$ cat src/rtl/trap_ctrl.sv
// Machine-mode trap sequencer: accepts exceptions/interrupts, saves PC and cause,
// redirects fetch to the trap vector and returns to the saved PC on mret.
module trap_ctrl #(
    parameter int                MTVEC_W   = 16,
    parameter int                ADDR_W    = 16,
    parameter logic [ADDR_W-1:0] MTVEC_RST = ADDR_W'(16'h0100),
    parameter bit                VECTORED  = 1'b0
) (
    input  logic              clk,
    input  logic              rst,
    input  logic              exception,
    input  logic              interrup,
    input  logic [31:0]       excep_info,
    input  logic [ADDR_W-1:0] pc,
    input  logic [ADDR_W-1:0] pc_next,
    input  logic              mret,
    input  logic              csr_wr,
    input  logic              csr_sel,
    input  logic [ADDR_W-1:0] csr_wdata,
    output logic              pc_load,
    output logic [ADDR_W-1:0] pc_target,
    output logic              flush,
    output logic              stall,
    output logic [ADDR_W-1:0] mepc,
    output logic [31:0]       mcause,
    output logic              mie,
    output logic              in_trap,
    output logic              double_fault
);

    typedef enum logic [2:0] {
        ST_IDLE    = 3'd0,
        ST_SAVE    = 3'd1,
        ST_JUMP    = 3'd2,
        ST_HANDLER = 3'd3,
        ST_RET     = 3'd4
    } state_t;

    state_t            state_q, state_d;
    logic [ADDR_W-1:0] mepc_q, mepc_d;
    logic [ADDR_W-1:0] mtvec_q, mtvec_d;
    logic              irq_q, irq_d;
    logic [4:0]        cause_q, cause_d;
    logic              mie_q, mie_d;
    logic              mpie_q, mpie_d;
    logic              dfault_q, dfault_d;

    logic              take_exc_s;
    logic              take_irq_s;
    logic              accept_s;
    logic              unused_s;

    // An exception always wins; the interrupt must be held by its source until taken.
    assign take_exc_s = (state_q == ST_IDLE) && exception;
    assign take_irq_s = (state_q == ST_IDLE) && interrup && mie_q && !exception;
    assign accept_s   = take_exc_s || take_irq_s;
    assign unused_s   = ^{excep_info[31:5], csr_wdata[1]};

    // Next-state and CSR update logic
    always_comb begin
        state_d  = state_q;
        mepc_d   = mepc_q;
        mtvec_d  = mtvec_q;
        irq_d    = irq_q;
        cause_d  = cause_q;
        mie_d    = mie_q;
        mpie_d   = mpie_q;
        dfault_d = dfault_q;

        if (csr_wr) begin
            if (csr_sel) begin
                mie_d = csr_wdata[0];
            end else begin
                mtvec_d = {csr_wdata[ADDR_W-1:2], 2'b00};
            end
        end else begin
            mie_d = mie_q;
        end

        case (state_q)
            ST_IDLE: begin
                if (accept_s) begin
                    mepc_d  = take_exc_s ? pc : pc_next;
                    irq_d   = take_irq_s;
                    cause_d = excep_info[4:0];
                    state_d = ST_SAVE;
                end else begin
                    state_d = ST_IDLE;
                end
            end
            ST_SAVE: begin
                // Hardware mask overrides any software write to mie on this edge.
                mpie_d  = mie_q;
                mie_d   = 1'b0;
                state_d = ST_JUMP;
            end
            ST_JUMP: begin
                state_d = ST_HANDLER;
            end
            ST_HANDLER: begin
                if (exception) begin
                    dfault_d = 1'b1;
                end else if (mret) begin
                    state_d = ST_RET;
                end else begin
                    state_d = ST_HANDLER;
                end
            end
            ST_RET: begin
                mie_d   = mpie_q;
                mpie_d  = 1'b1;
                state_d = ST_IDLE;
            end
            default: begin
                state_d = ST_IDLE;
            end
        endcase
    end

    // State and CSR registers
    always_ff @(posedge clk or negedge rst) begin
        if (!rst) begin
            state_q  <= ST_IDLE;
            mepc_q   <= '0;
            mtvec_q  <= MTVEC_RST;
            irq_q    <= 1'b0;
            cause_q  <= 5'd0;
            mie_q    <= 1'b0;
            mpie_q   <= 1'b0;
            dfault_q <= 1'b0;
        end else begin
            state_q  <= state_d;
            mepc_q   <= mepc_d;
            mtvec_q  <= mtvec_d;
            irq_q    <= irq_d;
            cause_q  <= cause_d;
            mie_q    <= mie_d;
            mpie_q   <= mpie_d;
            dfault_q <= dfault_d;
        end
    end

    // Redirect, flush and stall outputs
    always_comb begin
        pc_load   = 1'b0;
        pc_target = '0;
        flush     = 1'b0;
        stall     = 1'b0;
        case (state_q)
            ST_IDLE: begin
                flush = accept_s;
                stall = accept_s;
            end
            ST_SAVE: begin
                stall = 1'b1;
            end
            ST_JUMP: begin
                pc_load = 1'b1;
                stall   = 1'b1;
                if (irq_q && VECTORED) begin
                    pc_target = mtvec_q + ADDR_W'({cause_q, 2'b00});
                end else begin
                    pc_target = mtvec_q;
                end
            end
            ST_RET: begin
                pc_load   = 1'b1;
                pc_target = mepc_q;
                flush     = 1'b1;
            end
            default: begin
                pc_load = 1'b0;
            end
        endcase
    end

    assign mepc         = mepc_q;
    assign mcause       = {irq_q, 26'd0, cause_q};
    assign mie          = mie_q;
    assign in_trap      = (state_q != ST_IDLE);
    assign double_fault = dfault_q;

endmodule
$ cat config.mk
export PLATFORM = sky130hd
export DESIGN_NAME = trap_ctrl
export DESIGN_NICKNAME = d
export VERILOG_FILES = /design/src/rtl/trap_ctrl.sv
export SDC_FILE = /design/constraint.sdc
export NUM_CORES = 1
export LEC_CHECK = 0
export CAP_MARGIN = 15
export CELL_PAD_IN_SITES_DETAIL_PLACEMENT = 0
export CELL_PAD_IN_SITES_GLOBAL_PLACEMENT = 1
export CORE_MARGIN = 2
export CORE_UTILIZATION = 26
export CTS_CLUSTER_DIAMETER = 200
export DETAILED_ROUTE_END_ITERATION = 10
export PLACE_DENSITY = 0.79
export SLEW_MARGIN = 20
export SYNTH_ARGS = -nofsm -noshare
export SYNTH_HDL_FRONTEND = slang
export SYNTH_SLANG_ARGS = --single-unit
$ cat constraint.sdc
create_clock -name clk -period 2.1 [get_ports clk]
set_input_delay 0.63 -clock clk [delete_from_list [all_inputs] [get_ports clk]]
set_output_delay 0.63 -clock clk [all_outputs]
set_load 0.01 [all_outputs]
==> impl_metrics.ini <==
[timing]
worst_pin_slew_ns = 0.5838
fin_crit_ns = 2.132
maxClockFrequency_ghz = 0.4691
relSlewSlack_pct = 61.08
timing.final.ws_setup_ns = -0.03154
finalCritPeriodShare_pct = 101.5
drv_slew = 0
setup_violations = 4
finalHoldViolCount = 0
rsz0062_at_grt = true
final.setup_skew_ns = 0.006588

[die]
die_width_um = 99.32
start_util_pct = 26.96
die_area_um2 = 9864
num_io_pins = 157
core_um2 = 8763
die_h_um = 99.32
fp-row-count = 34

[drt]
avgRoutedWirePerCell_um = 14.63
drt_wl_total_mm = 6.627
via_per_inst = 4.380
vias = 1984
antenna_left = 0
drt-initial-drc-count = 61
dr.pass1.iters = 4
route.detailed.drc = 0

[run_status]
violations = negative setup slack
status = finished with violations

[clocking]
cts-htree-levels = 2
root_buffer = clkbuf_8
insertion_delay_ns = 0.29
clkSinkCount = 42
clock_path_buffers = 2
path_clk_slew_ns = 0.08
tritoncts = built
cts_buffers = 5

[critical_path]
r2r_start = state_q[1]
crit_slowest_cell = dfrtp_2
path_cells = and2b_2 -> buf_4 -> a22oi_2 -> nor2_1 -> buf_2
crit_type = reg -> out
crit_required_ns = 1.47
cp-end-kind = primary output
max_stage_delay_ns = 0.45
r2r_cells = 7
crit_fanout = 5
worstSetupStartpointType = register
worstPathArrival_ns = 1.50
r2r_slack_ns = 0.11
reg2reg_to = cause_q[4]

[global_routing]
grt_pass1_vias = 1953
overflow = 0
grt_max_degree = 27
grt.total_usage_pct = 13.19
antenna_found_initial = 0
grt_pass1_wl_mm = 10.23

[power_and_ir_drop]
ir_drop_mv = 0.4424
p_leak_nw = 1.592
p_per_area_nw_per_um2 = 1125

[synth]
netlist_instances = 222
postSynth.asyncResetShare_pct = 100.0
synth_ff_type = dfrtp_1
ys_ff_latch = 42
syn_area_um2 = 2362
synth_cell_types = 36
ys_seq_area_share_pct = 44.54
ys.warnings.count = 0
synth_enable_flop_cells = 0
synth_area_per_cell_um2 = 10.64

[worst_hold_path]
hold_path.class = in -> async

[final_layout]
synthToLayoutAreaGrowth_pct = 54.29
diodes = 0
nets = 431
layout-drive-gt1-share_pct = 34.49
final_core_util_pct = 41.59

[placement]
dp_hpwl_mm = 4.978
port_buffers = 102
dp_slack_ns = -0.4742
place.gp.congestion = 0.7655

[run]
maxCapViolCount = 0
power breakdown:
part / internal (W) / switching [W] / total [W]
Sequential: 0.00110 / 0.000271 / 0.00138
Combinational: 0.00119 / 0.000991 / 0.00218
Clock: 0.000266 / 0.000275 / 0.000541
critical path, delay by kind of cell, from the launching register on:
family	cells	cell delay (ns)
AOI/OAI and AO/OA	1	0.17
buffers and inverters	2	0.30
DFF	1	0.45
and+or+nand+nor	2	0.30
kinds of logic (layout without fill, tap and decap cells):
logic type | count (synthesis) | count (layout) | share of synthesized area, %
other | 1 | 26 | 0.1587
and+or+nand+nor | 51 | 52 | 9.693
buffers and inverters | 45 | 142 | 14.57
muxes | 35 | 35 | 15.84
DFF | 42 | 42 | 44.54
AOI/OAI and AO/OA | 48 | 48 | 15.20
cell type report:
class                   instances  area [um^2]
clock buffers                   7        86.33
clock inverters                 1        5.005
fillers                       901         5119
inverters                       2        7.507
multi-input cells             161         1154
flip-flops and latches         42         1055
well taps                     108        135.1
repair buffers                132         1202
cell usage in the layout, fill, tap and decap left out, types with 3 or more instances in the layout:
master	count
a21oi_1	6
buf_12	3
buf_6	6
buf_4	21
nor2_1	35
a22oi_2	13
mux2_2	19
a21oi_2	15
clkdlybuf4s50_1	79
dfrtp_1	39
nand2_1	6
clkbuf_8	6
conb_1	26
buf_2	19
mux2i_1	16
and3_2	3
stage by stage:
step            TNS, ns  hold slack (ns)  power, W  cell area (um^2)  std cells
6_report       -0.08614           0.3276  0.004100              3645        453
5_1_grt         -0.7606           0.3749  0.004370              3645        453
4_1_cts         -0.5181           0.3476  0.004013              3567        447
3_5_place_dp     -3.338           0.4730  0.003401              3421        430
3_3_place_gp     -2.799           0.4513  0.003365              3421        430
2_1_floorplan         0           0.3344  0.002393              2456        247
metal layers:
layer / GRT usage (%) / up-vias / routed length, um
met5: 0 / - / 0
met4: 3.583 / 0 / 87
met3: 3.162 / 7 / 325
met2: 23.39 / 64 / 3451
met1: 15.99 / 952 / 2762
li1: - / 961 / -
state kept, by name, summed over array words and instances, names as in the netlist:
signal        flops
mie               1
irq_q             1
double_fault      1
mepc             16
cause_q           5
mpie_q            1
mtvec_q          14
state_q           3
worst max-delay path by stage:
stage                    end  slack (ns)  startpoint  depth (start not counted)
4_1_cts        pc_target[10]       -0.16  state_q[1]                          6
3_3_place_gp           flush       -0.47    interrup                          4
3_5_place_dp           flush       -0.47    interrup                          4
6_report        pc_target[2]       -0.03  state_q[1]                          5
2_1_floorplan  pc_target[10]        0.20  state_q[2]                          6
5_1_grt         pc_target[2]       -0.09  state_q[1]                          5
repair_timing:
item                                   4_1_cts  5_1_grt
cloned                                       1        0
setup endpoints to repair                   20       18
gates resized for setup                     90       20
endpoints found under the hold margin        0        0
pin swaps                                    3       14
buffers inserted                             8        7
hold buffers                                 0        0
cells in the mapped netlist (2+ instances only):
cell	n	area share (%)
clkbuf_1	2	0.32
a21oi_2	14	5.2
mux2_2	19	9.1
dfrtp_1	41	43
nor2_1	37	5.9
and3_2	3	0.95
buf_6	3	1.4
nand2_1	6	0.95
o22ai_1	2	0.53
inv_1	2	0.32
buf_4	29	9.2
a21oi_1	7	1.5
mux2i_1	16	6.8
buf_2	4	0.85
a22oi_1	15	4.8
a211oi_1	2	0.64
Power figures use the tool's default switching activity.
